## config.mk

```make
export PLATFORM = sky130hd
export DESIGN_NAME = ps2_keyboard_rx
export DESIGN_NICKNAME = d
export VERILOG_FILES = /design/src/rtl/ps2_keyboard_rx.sv
export SDC_FILE = /design/constraint.sdc
export NUM_CORES = 1
export LEC_CHECK = 0
export BUFFER_PORTS_ARGS = -buffer_cell sky130_fd_sc_hd__buf_4
export CELL_PAD_IN_SITES_DETAIL_PLACEMENT = 2
export CELL_PAD_IN_SITES_GLOBAL_PLACEMENT = 2
export CORE_MARGIN = 4
export CORE_UTILIZATION = 41
export DETAILED_ROUTE_END_ITERATION = 10
export PLACE_DENSITY = 0.91
export SKIP_CTS_REPAIR_TIMING = 1
export SYNTH_ARGS = -nofsm -noshare
export SYNTH_HDL_FRONTEND = slang
export SYNTH_SLANG_ARGS = --single-unit
```

## constraint.sdc

```tcl
create_clock -name clk -period 3.95 [get_ports clk]
set_clock_uncertainty 0.1 [all_clocks]
set_input_delay 0 -clock clk [delete_from_list [all_inputs] [get_ports clk]]
set_output_delay 0 -clock clk [all_outputs]
set_load 0.02 [all_outputs]
```

## src/rtl/ps2_keyboard_rx.sv

```systemverilog
// rtl/ps2_keyboard_rx.sv - PS/2 keyboard frame receiver with prefix decode and watched-key state
module ps2_keyboard_rx #(
  parameter int                    NUM_KEYS       = 4,
  parameter logic [8*NUM_KEYS-1:0] KEY_CODES      = {8'h1E, 8'h16, 8'h5A, 8'h29},
  parameter int                    TIMEOUT_CYCLES = 50000,
  parameter int                    HOLDOFF_CYCLES = 100
) (
  input  logic                clk,
  input  logic                reset,
  input  logic                enable,
  input  logic                ps2_clk_posedge,
  input  logic                ps2_data,
  output logic [7:0]          received_data,
  output logic                received_data_en,
  output logic                key_event,
  output logic [7:0]          key_code,
  output logic                key_break,
  output logic                key_extended,
  output logic                frame_error,
  output logic [NUM_KEYS-1:0] key_pressed
);

  localparam int TW = $clog2(TIMEOUT_CYCLES) + 1;
  localparam int HW = $clog2(HOLDOFF_CYCLES) + 1;
  localparam logic [TW-1:0] TIMEOUT_LAST = TW'(TIMEOUT_CYCLES - 1);
  localparam logic [HW-1:0] HOLDOFF_LOAD = HW'(HOLDOFF_CYCLES);

  typedef enum logic [1:0] {IDLE, DATA, PARITY, STOP} state_t;

  state_t        state;
  logic [2:0]    bit_cnt;
  logic [7:0]    shift_reg;
  logic          parity_bit;
  logic [TW-1:0] idle_cnt;
  logic [HW-1:0] holdoff_cnt;
  logic          ext_pending;
  logic          brk_pending;

  logic [NUM_KEYS-1:0] key_match;
  logic                frame_ok;
  logic                is_key_byte;
  logic                stop_valid;
  logic                watched_break;

  always_comb begin
    key_match = '0;
    for (int i = 0; i < NUM_KEYS; i++) begin
      key_match[i] = (KEY_CODES[8*i +: 8] == shift_reg);
    end
  end

  // Odd parity over data+parity, and the stop bit (sampled live) must be 1.
  assign frame_ok      = ps2_data && (^{shift_reg, parity_bit});
  assign is_key_byte   = (shift_reg != 8'hE0) && (shift_reg != 8'hF0);
  assign stop_valid    = (state == STOP) && ps2_clk_posedge && frame_ok;
  assign watched_break = stop_valid && is_key_byte && !ext_pending && brk_pending && (|key_match);

  always_ff @(posedge clk or negedge reset) begin
    if (!reset) begin
      state            <= IDLE;
      bit_cnt          <= '0;
      shift_reg        <= '0;
      parity_bit       <= 1'b0;
      idle_cnt         <= '0;
      holdoff_cnt      <= '0;
      ext_pending      <= 1'b0;
      brk_pending      <= 1'b0;
      received_data    <= '0;
      received_data_en <= 1'b0;
      key_event        <= 1'b0;
      key_code         <= '0;
      key_break        <= 1'b0;
      key_extended     <= 1'b0;
      frame_error      <= 1'b0;
      key_pressed      <= '0;
    end else begin
      received_data_en <= 1'b0;
      key_event        <= 1'b0;
      frame_error      <= 1'b0;

      if (watched_break) begin
        holdoff_cnt <= HOLDOFF_LOAD;
      end else if (holdoff_cnt != '0) begin
        holdoff_cnt <= holdoff_cnt - 1'b1;
      end

      if (state == IDLE) begin
        idle_cnt <= '0;
        if (ps2_clk_posedge && !ps2_data && enable) begin
          state   <= DATA;
          bit_cnt <= '0;
        end
      end else if (ps2_clk_posedge) begin
        idle_cnt <= '0;
        if (state == DATA) begin
          shift_reg <= {ps2_data, shift_reg[7:1]};
          bit_cnt   <= bit_cnt + 3'd1;
          if (bit_cnt == 3'd7) begin
            state <= PARITY;
          end
        end else if (state == PARITY) begin
          parity_bit <= ps2_data;
          state      <= STOP;
        end else begin
          state <= IDLE;
          if (frame_ok) begin
            received_data    <= shift_reg;
            received_data_en <= 1'b1;
            if (shift_reg == 8'hE0) begin
              ext_pending <= 1'b1;
            end else if (shift_reg == 8'hF0) begin
              brk_pending <= 1'b1;
            end else begin
              key_event    <= 1'b1;
              key_code     <= shift_reg;
              key_break    <= brk_pending;
              key_extended <= ext_pending;
              ext_pending  <= 1'b0;
              brk_pending  <= 1'b0;
              // Extended codes share make codes with plain keys but never touch the table.
              if (!ext_pending) begin
                for (int i = 0; i < NUM_KEYS; i++) begin
                  if (key_match[i]) begin
                    if (brk_pending) begin
                      key_pressed[i] <= 1'b0;
                    end else if (holdoff_cnt == '0) begin
                      key_pressed[i] <= 1'b1;
                    end
                  end
                end
              end
            end
          end else begin
            frame_error <= 1'b1;
            ext_pending <= 1'b0;
            brk_pending <= 1'b0;
          end
        end
      end else if (idle_cnt == TIMEOUT_LAST) begin
        state       <= IDLE;
        idle_cnt    <= '0;
        shift_reg   <= '0;
        frame_error <= 1'b1;
        ext_pending <= 1'b0;
        brk_pending <= 1'b0;
      end else begin
        idle_cnt <= idle_cnt + 1'b1;
      end
    end
  end

endmodule

```

-- Word-level counts from Yosys, hierarchy flattened
Cells that the tools add are included.
- register bits: 66
- $add $sub $neg: 3
- equality and inequality tests: 20
- multiplexer cells: 52
- bitwise logic cells: 6
- reduce and logical (&&, ||, !) cells: 35
- operator list (kind ; count):
    17-bit two-way mux ; 3
    8-bit two-way mux ; 5
    10-bit AND reduction ; 4
    1-bit two-way mux ; 33
    17-bit by 1-bit adder with 17-bit output, second input constant ; 1
    17-bit by 16-bit equality test with 1-bit output, second input constant ; 1
    5-bit by 8-bit equality test with 1-bit output, first input constant ; 2
    8-bit equality test, second input constant ; 2
    8-bit != test, second input constant ; 2
    5-bit AND reduction ; 3
    2-bit two-way mux ; 7
    3-bit two-way mux ; 4
    1-bit logical AND ; 10
    2-bit nonzero test ; 5
    3-bit AND reduction ; 3
    9-bit parity ; 1
    6-bit by 8-bit equality test with 1-bit output, first input constant ; 1
    7-bit by 8-bit equality test with 1-bit output, first input constant ; 1
    8-bit zero test ; 1
    8-bit nonzero test ; 1
    8-bit by 1-bit subtractor with 8-bit output, second input constant ; 1
    7-bit AND reduction ; 1
    1-bit inverter ; 6
    2-bit equality test, second input constant ; 2
    other kinds (13) ; 16

-- Logic depth before layout (Yosys ltp)
Gate-level depths: netlist of the first run.
- depth after elaboration: 8
- depth in mapped cells: 9
- depth with buffers taken out: 7

-- Worst setup path after synthesis of the first run
Ideal clock, no wire load.
- path kind: register to register
- start point: register holdoff_cnt[5]
- end point: register holdoff_cnt[6]
- library setup time: 124 ps
- data arrival time: 1949 ps
- path slack: 1777 ps
- cell stages (with the launch flop): 7
- cell sequence: dfrtp_1 -> or4_4 -> or4b_1 -> buf_2 -> nand4b_1 -> xnor2_1 -> or2_1
- longest elaborated chain between the ends: 3
- RTL lines (item ; line ; text):
    from (decl) ; 35 ; logic [HW-1:0] holdoff_cnt;
    from (signal assigned) ; 84 ; holdoff_cnt <= holdoff_cnt - 1'b1;
    8-bit by 1-bit subtractor with 8-bit output ; 84 ;
    8-bit two-way mux ; 83 ; end else if (holdoff_cnt != '0) begin
    8-bit two-way mux ; 81 ; if (watched_break) begin
Parallel ways exist; a longest one is shown, timed or not. The select of a mux whose other input is x is not followed.
A chain may end at the register's enable or synchronous reset.

-- Worst setup path in the final report of the first run
- start point: register state[1]
- end point: register key_break
- longest elaborated chain between the ends: 3
- RTL lines (item ; line ; text):
    from (decl) ; 30 ; state_t state;
    from (signal assigned) ; 60 ; state <= IDLE;
    from (signal assigned) ; 90 ; state <= DATA;
    from (signal assigned) ; 99 ; state <= PARITY;
    2-bit equality test (tied with other cells) ; 101 ; end else if (state == PARITY) begin
    1-bit inverter (no source line) ; n/a ;
    7-bit AND reduction (no source line) (*) ; n/a ;
    to (signal assigned) ; 116 ; key_break <= brk_pending;
    to (decl) ; 17 ; output logic key_break,
Every way passes the cells marked *; elsewhere a longest branch is shown, timed or not.

==> results of run 1 <==
==> synthesized netlist by cell type (2+ instances only) <==
cell type  count
a21oi_1        3
a22o_1        12
a32o_1         2
and3_1         5
buf_2          6
clkbuf_1      12
dfrtp_1       66
ha_1          10
inv_1         20
mux2_2         3
mux2i_1        6
nand2_1       29
nand2b_1       5
nand3_1        7
nand3b_1       2
nand4_1        6
nor2_1        36
nor2b_1        4
nor3_1         8
nor4_1         5
nor4b_1        2
nor4bb_1       3
o21a_1         3
o21ai_0       24
or2_2          2
or4_1          3
xnor2_1       18
xor2_1         6
==> worst reg2reg max path, delay by kind of cell, from the launching register on <==
kind	cells	cell delay [ps]
multiplexers	2	430
adder cells (fa/ha/maj)	1	320
AND/OR/NAND/NOR	3	1190
buffers and inverters	2	310
flip-flops	1	400
==> final timing paths <==
path                                  start               end  slack (ps)  cells after the start
max                                state[1]         key_break        1070                      8
min                                  enable          state[1]          70                      4
max reg2reg                        state[1]         key_break        1070                      8
min reg2reg                received_data[7]  received_data[7]         390                      2
max in group asynchronous             reset        bit_cnt[1]        2990                      2
min in group asynchronous             reset  received_data[6]         210                      2
==> stage by stage <==
| stage | power (mW) | instances | instance area [um^2] |
|---|---|---|---|
| after floorplan | 2.01 | 333 | 3370 |
| after CTS | 3.12 | 462 | 3850 |
| after global placement | 2.35 | 447 | 3640 |
| after global routing | 3.31 | 465 | 3880 |
| final | 3.09 | 465 | 3880 |
| after detailed placement | 2.47 | 447 | 3640 |
==> metal layers <==
layer / wire length [um] / vias to the layer above
li1: - / 1207
met3: 396 / 20
met5: 0 / -
met2: 5160 / 57
met1: 4100 / 1366
met4: 224 / 0
==> cell usage in the layout, fill, tap and decap left out, types with 3 or more instances in the layout <==
master / Yosys / final
xor2_1: 6 / 6
and3_1: 5 / 5
nor4_1: 5 / 5
nand4_1: 6 / 6
nor3_1: 8 / 8
dfrtp_1: 66 / 66
nor2b_1: 4 / 4
nor4bb_1: 3 / 3
a21oi_1: 3 / 3
o21ai_0: 24 / 24
dlygate4sd3_1: 0 / 3
mux2_2: 3 / 3
ha_1: 10 / 10
clkbuf_8: 0 / 12
nor2_1: 36 / 36
nand2b_1: 5 / 5
buf_4: 0 / 30
or4_1: 3 / 3
nand3_1: 7 / 7
xnor2_1: 18 / 18
o21a_1: 3 / 3
mux2i_1: 6 / 6
inv_1: 20 / 20
nand2_1: 29 / 29
a22o_1: 12 / 12
==> area by class of cell <==
| type | instances | area [um^2] |
|---|---|---|
| Inverter | 20 | 75.1 |
| Clock inverter | 2 | 35.0 |
| Sequential cell | 66 | 1650 |
| Fill cell | 817 | 3970 |
| Clock buffer | 13 | 169 |
| Timing Repair Buffer | 33 | 255 |
| Multi-Input combinational cell | 229 | 1560 |
| Tap cell | 102 | 128 |
==> cell families (layout without fill, tap and decap cells) <==
family | after synthesis | after routing | synth area share
simple gates | 129 | 129 | 0.211
flops | 66 | 66 | 0.491
compound gates | 55 | 55 | 0.113
buf+inv | 38 | 68 | 0.0446
xor+xnor | 26 | 26 | 0.0762
fa+ha+maj | 10 | 10 | 0.0372
mux | 9 | 9 | 0.0279
==> where the power goes <==
part / internal (mW) / switching (mW) / leakage [nW]
Clock: 0.339 / 0.259 / 0.106
Sequential: 0.882 / 0.256 / 0.850
Combinational: 0.543 / 0.814 / 0.808
==> reports/metrics.csv, run 1 <==
stage,metric,value,unit
grt,first_global_vias,3018,
pwr,powerDensity,798,nW/um^2
floorplanning,dieArea,9720,um^2
floorplanning,die_y,98.6,um
final_layout,fin_util,0.494,
sta,slew_headroom,0.433,
sta,worst_slack,1070,ps
clocking,root_buffer,clkbuf_8,
yosys,synthTopCellsByArea,"dfrtp_1 (49%), xnor2_1 (4.7%), nor2_1 (4.0%)",
placement,hpwlAfterDp,6730,um
floorplanning,coreArea,7850,um^2
grt,use_met2,0.384,
critical_path,cp.arrival,3010,ps
yosys,synth_cells,333,
grt,use_met1,0.253,
floorplanning,num_io_pins,30,
hold_path,worstHoldPathType,in -> reg,
yosys,synth_nets,348,
clocking,clk_pin_slew,70,ps
grt,grt_antenna_before_repair,0,
outcome,status,completed,
clocking,cts_made_buffers,9,
critical_path,cp-start-kind,flop,
final_layout,diodes,0,
route,routed_wl,9880,um
critical_path,worstPathCellList,inv_1 > ha_1 > nor4bb_1 > and2_1 > mux2i_1 > buf_4 > nand2b_1 > mux2_2,
pwr,ir_worst_vdd,0.315,mV
route,drc,0,
yosys,synth_edf_count,0,
yosys,synthArstFlopShare,1.00,
floorplanning,start_util,0.429,
grt,grt_pass1_wl,16300,um
route,wire_per_inst,21.2,um
clocking,clk_latency,350,ps
route,vias,2650,
yosys,yosysTopAreaCellShare,0.491,
final_layout,top_register,idle_cnt,
grt,grt_max_degree,67,
placement,portBuffers,29,
sta,clock.fmax,347,MHz
route,first_pass_iters,4,
critical_path,cpPeakStageDelay,660,ps
clocking,htree_levels,3,
yosys,ys_seq_elements,66,
yosys,yosysWarnings,0,
yosys,seq_area_frac_synth,0.491,
clocking,numClockSinks,66,
yosys,avgSynthCellArea,10.1,um^2
route,final_antenna_net_count,0,
grt,globalRouteOverflowTotal,0,
critical_path,worst_path_max_delay_cell,nor4bb_1,
clocking,clockBufferDepth,2,
final_layout,nNetsFinal,374,
critical_path,worst_setup_path_end_kind,flop,
grt,track_usage,0.217,
final_layout,drive_gt1_frac,0.146,
critical_path,critPathMaxFanout,21,
critical_path,cp_num_buf_inv,2,
yosys,synth_cell_types,53,
floorplanning,rows,32,
grt,top_usage_layer,met2,
floorplanning,die_w,98.6,um
sta,finalCritPeriodShare,0.729,
sta,worstMarginPinSlew,850,ps
route,drt_iter0_markers,153,
sta,hold_ws,72.9,ps
yosys,netlist_area,3370,um^2
critical_path,required,4080,ps
final_layout,areaGrowthSynthToFinish,15.2,%
sta,fin_setup_tns,0,ps
sta,hold_viol_final,0,
final_layout,largest_reg_flops,17,
placement,preCtsSetupSlack,1230,ps
grt,grt_util_met3,0.0510,
placement,globalplace.congestion,0.830,
route,viasPerCell,5.70,
flow_run,cap_violations,0,
sta,setup_viol,0,
critical_path,setup.worst_path.class,reg -> reg,
critical_path,critPathTopFamily,simple AND/OR/NAND/NOR gates,
pwr,p_leak,1.76,nW
clocking,cts_tree,done,
yosys,ys.flop_type,dfrtp_1,
sta,report.final.slew_viol_count,0,
sta,rsz0062_at_grt,no,
sta,post-route-min-period,2880,ps
yosys,synth_area_leader_cell,dfrtp_1,
(Power assumes the default switching activity.)
==> run 2, diff against run 1 <==
--- a/config.mk
+++ b/config.mk
@@ -5,13 +5,14 @@
 export SDC_FILE = /design/constraint.sdc
 export NUM_CORES = 1
 export LEC_CHECK = 0
+export ABC_AREA = 1
 export BUFFER_PORTS_ARGS = -buffer_cell sky130_fd_sc_hd__buf_4
 export CELL_PAD_IN_SITES_DETAIL_PLACEMENT = 2
 export CELL_PAD_IN_SITES_GLOBAL_PLACEMENT = 2
 export CORE_MARGIN = 4
-export CORE_UTILIZATION = 41
+export CORE_UTILIZATION = 35
 export DETAILED_ROUTE_END_ITERATION = 10
-export PLACE_DENSITY = 0.91
+export PLACE_DENSITY = 0.86
 export SKIP_CTS_REPAIR_TIMING = 1
 export SYNTH_ARGS = -nofsm -noshare
 export SYNTH_HDL_FRONTEND = slang
==> constraint.sdc (replaced) <==
create_clock -name clk -period 2.7 [get_ports clk]
set_clock_uncertainty 0.1 [all_clocks]
set_input_delay 0 -clock clk [delete_from_list [all_inputs] [get_ports clk]]
set_output_delay 0 -clock clk [all_outputs]
set_load 0.02 [all_outputs]
==> reports/metrics.csv, run 2 <==
stage,metric,value,unit,change
clocking,clk_pin_slew,80,ps,about the same
final_layout,areaGrowthSynthToFinish,15.8,%,
sta,finalCritPeriodShare,0.904,,+0.175
critical_path,setup.worst_path.class,reg -> reg,,
route,drt_iter0_markers,89,,-42%
clocking,numClockSinks,66,,unchanged
route,drc,0,,unchanged
floorplanning,die_y,108,um,+9.9%
sta,worstMarginPinSlew,860,ps,+10.4 ps
yosys,netlist_area,3530,um^2,+4.8%
pwr,p_sw_frac,0.466,,+0.0358
final_layout,nFillCells,1166,,+43%
critical_path,required,2840,ps,-1240 ps
pwr,power.total,3.76,mW,+22%
floorplanning,coreArea,9770,um^2,+25%
route,wire_per_inst,17.3,um,-19%
sta,hold_viol_final,0,,unchanged
sta,hold_ws,137,ps,+63.6 ps
outcome,status,completed,,
sta,report.final.slew_viol_count,0,,unchanged
route,final_antenna_net_count,0,,unchanged
yosys,seq_area_frac_synth,0.468,,-0.0226
final_layout,final_cell_mix,"nand2_1 (141), dfrtp_1 (66), nor2_1 (58), inv_1 (57), nand3_1 (31)",,
final_layout,final_common_cell,nand2_1,,
sta,fin_setup_tns,0,ps,unchanged
placement,preCtsSetupSlack,448,ps,-781 ps
hold_path,worstHoldPathType,in -> reg,,
critical_path,cp.arrival,2580,ps,-430 ps
floorplanning,num_io_pins,30,,unchanged
placement,globalplace.congestion,0.829,,-0.11%
grt,first_global_vias,3626,,+20%
yosys,yosysMostFrequentCell,nand2_1,,
final_layout,nNetsFinal,509,,+36%
route,first_pass_iters,4,,unchanged
route,vias,3220,,+22%
route,top_layer_used,met4,,
grt,grt_max_degree,67,,unchanged
pwr,p_leak,2.11,nW,+20%
flow_run,cap_violations,0,,unchanged
yosys,ys.flop_type,dfrtp_1,,
yosys,synthArstFlopShare,1.00,,unchanged
sta,rsz0062_at_grt,no,,
sta,post-route-min-period,2440,ps,-438 ps
yosys,ys_seq_elements,66,,unchanged
pwr,power.internal,2.01,mW,+14%
final_layout,final_area,4090,um^2,+5.4%
route,routed_wl,10900,um,+10%
yosys,yosysWarnings,0,,unchanged
route,route.met3.wl,236,um,-40%
final_layout,top_register,idle_cnt,,
final_layout,fin_util,0.418,,-0.0762
floorplanning,dieArea,11800,um^2,+21%
route,detailroute.wirelength.met2,5590,um,+8.4%
yosys,synthTopCellsByCount,"nand2_1 (141), dfrtp_1 (66), nor2_1 (58)",,
yosys,synth_nets,470,,+35%
final_layout,diodes,0,,unchanged
pwr,ir_worst_vdd,0.413,mV,+31%
clocking,clockBufferDepth,2,,unchanged
final_layout,drive_gt1_frac,0.131,,-0.0155
yosys,synth_cells,455,,+37%
yosys,synth_cell_types,35,,-34%
clocking,clk_latency,360,ps,about the same
final_layout,final_cells,631,,+36%
pwr,switchingPower,1.75,mW,+32%
pwr,clockPowerShare,0.198,,+0.005
clocking,htree_levels,3,,unchanged
yosys,avgSynthCellArea,7.75,um^2,-23%
sta,clock.fmax,410,MHz,+18%
critical_path,cp-start-kind,flop,,
sta,worst_slack,259,ps,-812 ps
grt,track_usage,0.201,,-0.0154
yosys,synthTopCellsByArea,"dfrtp_1 (47%), nand2_1 (15%), nor2_1 (6.2%)",,
grt,grt_pass1_wl,18300,um,+12%
placement,portBuffers,29,,unchanged
route,viasPerCell,5.10,,-10%
yosys,synth_edf_count,0,,unchanged
placement,hpwlAfterDp,8060,um,+20%
clocking,cts_made_buffers,9,,unchanged
sta,slew_headroom,0.426,,-0.00691
pwr,powerDensity,921,nW/um^2,+15%
pwr,pwr-share-seq,0.366,,-0.002
floorplanning,die_w,108,um,+9.9%
placement,place_area,3890,um^2,+6.7%
sta,setup_viol,0,,unchanged
grt,grt_antenna_before_repair,0,,unchanged
final_layout,largest_reg_flops,17,,unchanged
yosys,yosysTopAreaCellShare,0.468,,-0.0226
clocking,cts_tree,done,,
critical_path,critPathMaxFanout,8,,-62%
floorplanning,start_util,0.361,,-0.0679
yosys,synth_area_leader_cell,dfrtp_1,,
grt,globalRouteOverflowTotal,0,,unchanged
route,drt-met1-wl,4880,um,+19%
floorplanning,rows,36,,+13%
clocking,root_buffer,clkbuf_8,,
pwr,p_comb_frac,0.435,,-0.004
placement,place_inst,613,,+37%
critical_path,worst_setup_path_end_kind,flop,,
[run 2: cell types whose count changed in the layout (fill, tap and decap cells not counted), sizes merged, moves of 6 or more]
cell / change
nand2: +114
inv: +43
nor2: +26
nand3: +25
xnor2: -16
a22o: -12
o21ai: -11
o22ai: +8
nand4: +7
mux2i: -6
[run 2: cell type report]
class,count,area [um^2],share of cell area
sequential,66,1650,0.404
clock inverter,6,43.8,0.0107
timing repair buffer,33,255,0.0625
clock buffer,9,124,0.0303
tap,133,166,0.0407
inverter,63,236,0.0579
multi-input combinational,321,1610,0.394
[run 2: metal layers]
| layer | vias up | GRT usage |
|---|---|---|
| met5 | - | 0 |
| met3 | 18 | 0.0394 |
| met4 | 0 | 0.0586 |
| met1 | 1645 | 0.247 |
| li1 | 1512 | - |
| met2 | 45 | 0.356 |
[run 2: worst max-delay path: stages, from the launching register on]
cell and delay (ps):
dfrtp_1 440, inv_2 110, nor2_1 200, nand2_1 130
nor4_1 530, inv_1 190, nand3_1 170, nand4_2 260
nand2_1 150, inv_1 50
[run 2: final timing paths]
| path | slack, ps | to | cells after the start | start |
|---|---|---|---|---|
| worst min-delay path | 140 | bit_cnt[0] | 5 | enable |
| max in group asynchronous | 1720 | shift_reg[7] | 2 | reset |
| min in group asynchronous | 210 | holdoff_cnt[4] | 2 | reset |
| worst min register to register | 380 | idle_cnt[0] | 1 | idle_cnt[0] |
| worst max-delay path | 260 | holdoff_cnt[7] | 9 | shift_reg[4] |
| worst max register to register | 260 | holdoff_cnt[7] | 9 | shift_reg[4] |
[run 2: power by group through the flow]
stage	logic (mW)	clock network, mW	registers [mW]
finish	1.64	0.747	1.38
global route	1.82	0.816	1.41
CTS	1.65	0.776	1.38
detailed placement	1.62	0	1.39
global placement	1.51	0	1.37
floorplan	0.972	0	1.45
[run 2: cell families (layout without fill, tap and decap cells)]
kind of cell | count (synthesis) | count (layout) | synth area share
AO/OA/AOI/OAI | 29 | 29 | 0.0504
XOR/XNOR | 13 | 13 | 0.0323
adder cells (fa/ha/maj) | 10 | 10 | 0.0355
buffers and inverters | 68 | 111 | 0.0762
flip-flops | 66 | 66 | 0.468
AND/OR/NAND/NOR | 269 | 269 | 0.338
==> run 3, diff against run 2 <==
--- a/config.mk
+++ b/config.mk
@@ -7,10 +7,10 @@
 export LEC_CHECK = 0
 export ABC_AREA = 1
 export BUFFER_PORTS_ARGS = -buffer_cell sky130_fd_sc_hd__buf_4
-export CELL_PAD_IN_SITES_DETAIL_PLACEMENT = 2
-export CELL_PAD_IN_SITES_GLOBAL_PLACEMENT = 2
+export CELL_PAD_IN_SITES_DETAIL_PLACEMENT = 0
+export CELL_PAD_IN_SITES_GLOBAL_PLACEMENT = 1
 export CORE_MARGIN = 4
-export CORE_UTILIZATION = 35
+export CORE_UTILIZATION = 44
 export DETAILED_ROUTE_END_ITERATION = 10
 export PLACE_DENSITY = 0.86
 export SKIP_CTS_REPAIR_TIMING = 1
==> reports/metrics.csv, run 3 (same netlist as run 2, synthesis figures left out) <==
stage,metric,value,unit,change
outcome,status,completed,,
critical_path,critPathMaxFanout,14,,+6
sta,rsz0062_at_grt,no,,
route,vias,2982,,-7.4%
critical_path,reg2reg_from,state[0],,
route,wire_per_inst,12.5,um,-28%
clocking,clk_pin_slew,70,ps,about the same
clocking,clk_latency,340,ps,-20 ps
critical_path,crit_start,state[0],,
sta,post-route-min-period,2090,ps,-350 ps
grt,track_usage,0.165,,-0.0359
sta,report.final.slew_viol_count,0,,unchanged
final_layout,nNetsFinal,509,,unchanged
clocking,clockBufferDepth,2,,unchanged
placement,globalplace.congestion,0.810,,-2.2%
pwr,power.total,3.69,mW,-1.9%
final_layout,diodes,0,,unchanged
route,routed_wl,7480,um,-31%
grt,globalRouteOverflowTotal,0,,unchanged
clocking,cts_made_buffers,9,,unchanged
critical_path,setup.worst_path.class,reg -> reg,,
hold_path,worstHoldPathType,in -> reg,,
floorplanning,dieArea,9520,um^2,-19%
route,drc,0,,unchanged
pwr,switchingPower,1.51,mW,-14%
grt,grt_pass1_wl,12900,um,-30%
placement,portBuffers,29,,unchanged
final_layout,final_common_cell,nand2_1,,
route,drt_iter0_markers,188,,+110%
sta,setup_viol,0,,unchanged
floorplanning,rows,32,,-11%
floorplanning,num_io_pins,30,,unchanged
critical_path,cp-start-kind,flop,,
clocking,numClockSinks,66,,unchanged
sta,clock.fmax,478,MHz,+17%
pwr,pwr-share-seq,0.367,,about the same
route,viasPerCell,4.97,,-2.6%
final_layout,final_cell_mix,"nand2_1 (141), dfrtp_1 (66), nor2_1 (58), inv_1 (57), nand3_1 (31)",,
placement,hpwlAfterDp,5510,um,-32%
floorplanning,die_y,97.6,um,-10%
clocking,cts_tree,done,,
sta,slew_headroom,0.451,,+0.0248
clocking,htree_levels,3,,unchanged
grt,first_global_vias,2780,,-23%
hold_path,hp-start,enable,,
route,final_antenna_net_count,0,,unchanged
floorplanning,die_w,97.6,um,-10%
floorplanning,start_util,0.454,,+0.0933
pwr,powerDensity,904,nW/um^2,-1.8%
grt,grt_max_degree,67,,unchanged
sta,finalCritPeriodShare,0.775,,-0.130
pwr,ir_worst_vdd,0.432,mV,+4.6%
pwr,p_leak,2.14,nW,+1.5%
critical_path,cp.arrival,2270,ps,-310 ps
placement,place_inst,582,,-5.1%
final_layout,final_cells,600,,-4.9%
sta,fin_setup_tns,0,ps,unchanged
pwr,power.internal,2.18,mW,+8.2%
route,first_pass_iters,4,,unchanged
pwr,clockPowerShare,0.232,,+0.034
sta,worstMarginPinSlew,823,ps,-37.2 ps
critical_path,required,2880,ps,+40 ps
critical_path,worst_setup_path_end_kind,flop,,
pwr,p_comb_frac,0.401,,-0.034
final_layout,areaGrowthSynthToFinish,15.7,%,about the same
grt,grt_antenna_before_repair,0,,unchanged
clocking,root_buffer,clkbuf_8,,
final_layout,top_register,idle_cnt,,
flow_run,cap_violations,0,,unchanged
floorplanning,coreArea,7770,um^2,-21%
pwr,p_sw_frac,0.410,,-0.0553
final_layout,largest_reg_flops,17,,unchanged
sta,hold_viol_final,0,,unchanged
final_layout,drive_gt1_frac,0.129,,-0.00201
==> run 3: cell count changes in the layout (fill, tap and decap cells not counted) <==
cell / before / now
bufinv_16: 0 / 1
clkbuf_1: 0 / 1
clkinvlp_4: 4 / 0
inv_6: 1 / 0
clkbuf_8: 9 / 12
==> run 3: final timing paths <==
check	depth (start not counted)	slack, ps	end
setup / recovery	9	610	key_code[3]
hold / removal	5	120	bit_cnt[0]
setup reg to reg	9	610	key_code[3]
hold reg to reg	1	370	idle_cnt[0]
max in group asynchronous	2	1760	shift_reg[1]
min in group asynchronous	2	200	idle_cnt[8]
==> run 3: area by class of cell <==
type                       count  area [um^2]
clock buffer                  13          169
clock inverter                 2         35.0
fill                         772         3680
inverter                      63          236
multi-input combinational    321         1610
sequential                    66         1650
tap                          102          128
timing repair buffer          33          255
==> run 3: layer usage <==
layer  vias up  wire (um)  GRT usage
met1      1399       3850      0.234
met4         0        127     0.0607
li1       1519          -          -
met5         -          0          0
met2        53       3250      0.244
met3        11        251     0.0431
==> run 3: worst max-delay path: stages, from the launching register on <==
cell	delay [ps]
dfrtp_1	400
inv_1	100
ha_1	300
inv_1	140
nand2_1	80
nor2_1	290
nand3_4	250
inv_1	180
nand2_1	90
nand2_1	90
==> run 3: per-stage QoR <==
step | worst slack [ps] | instance area (um^2) | util | hold slack (ps)
after global routing | 389 | 4080 | 0.526 | 151
after floorplan | 927 | 3530 | - | -396
after CTS | 607 | 4050 | 0.522 | -306
final | 609 | 4080 | 0.526 | 125
after detailed placement | 618 | 3850 | 0.495 | 63.8
after global placement | 693 | 3850 | 0.495 | 54.9
==> run 3: power by group through the flow <==
stage	combinational, mW	clock [mW]	sequential, mW
2_1_floorplan	0.972	0	1.45
6_report	1.48	0.856	1.36
4_1_cts	1.49	0.878	1.35
5_1_grt	1.66	0.923	1.38
3_5_place_dp	1.48	0	1.37
3_3_place_gp	1.47	0	1.37
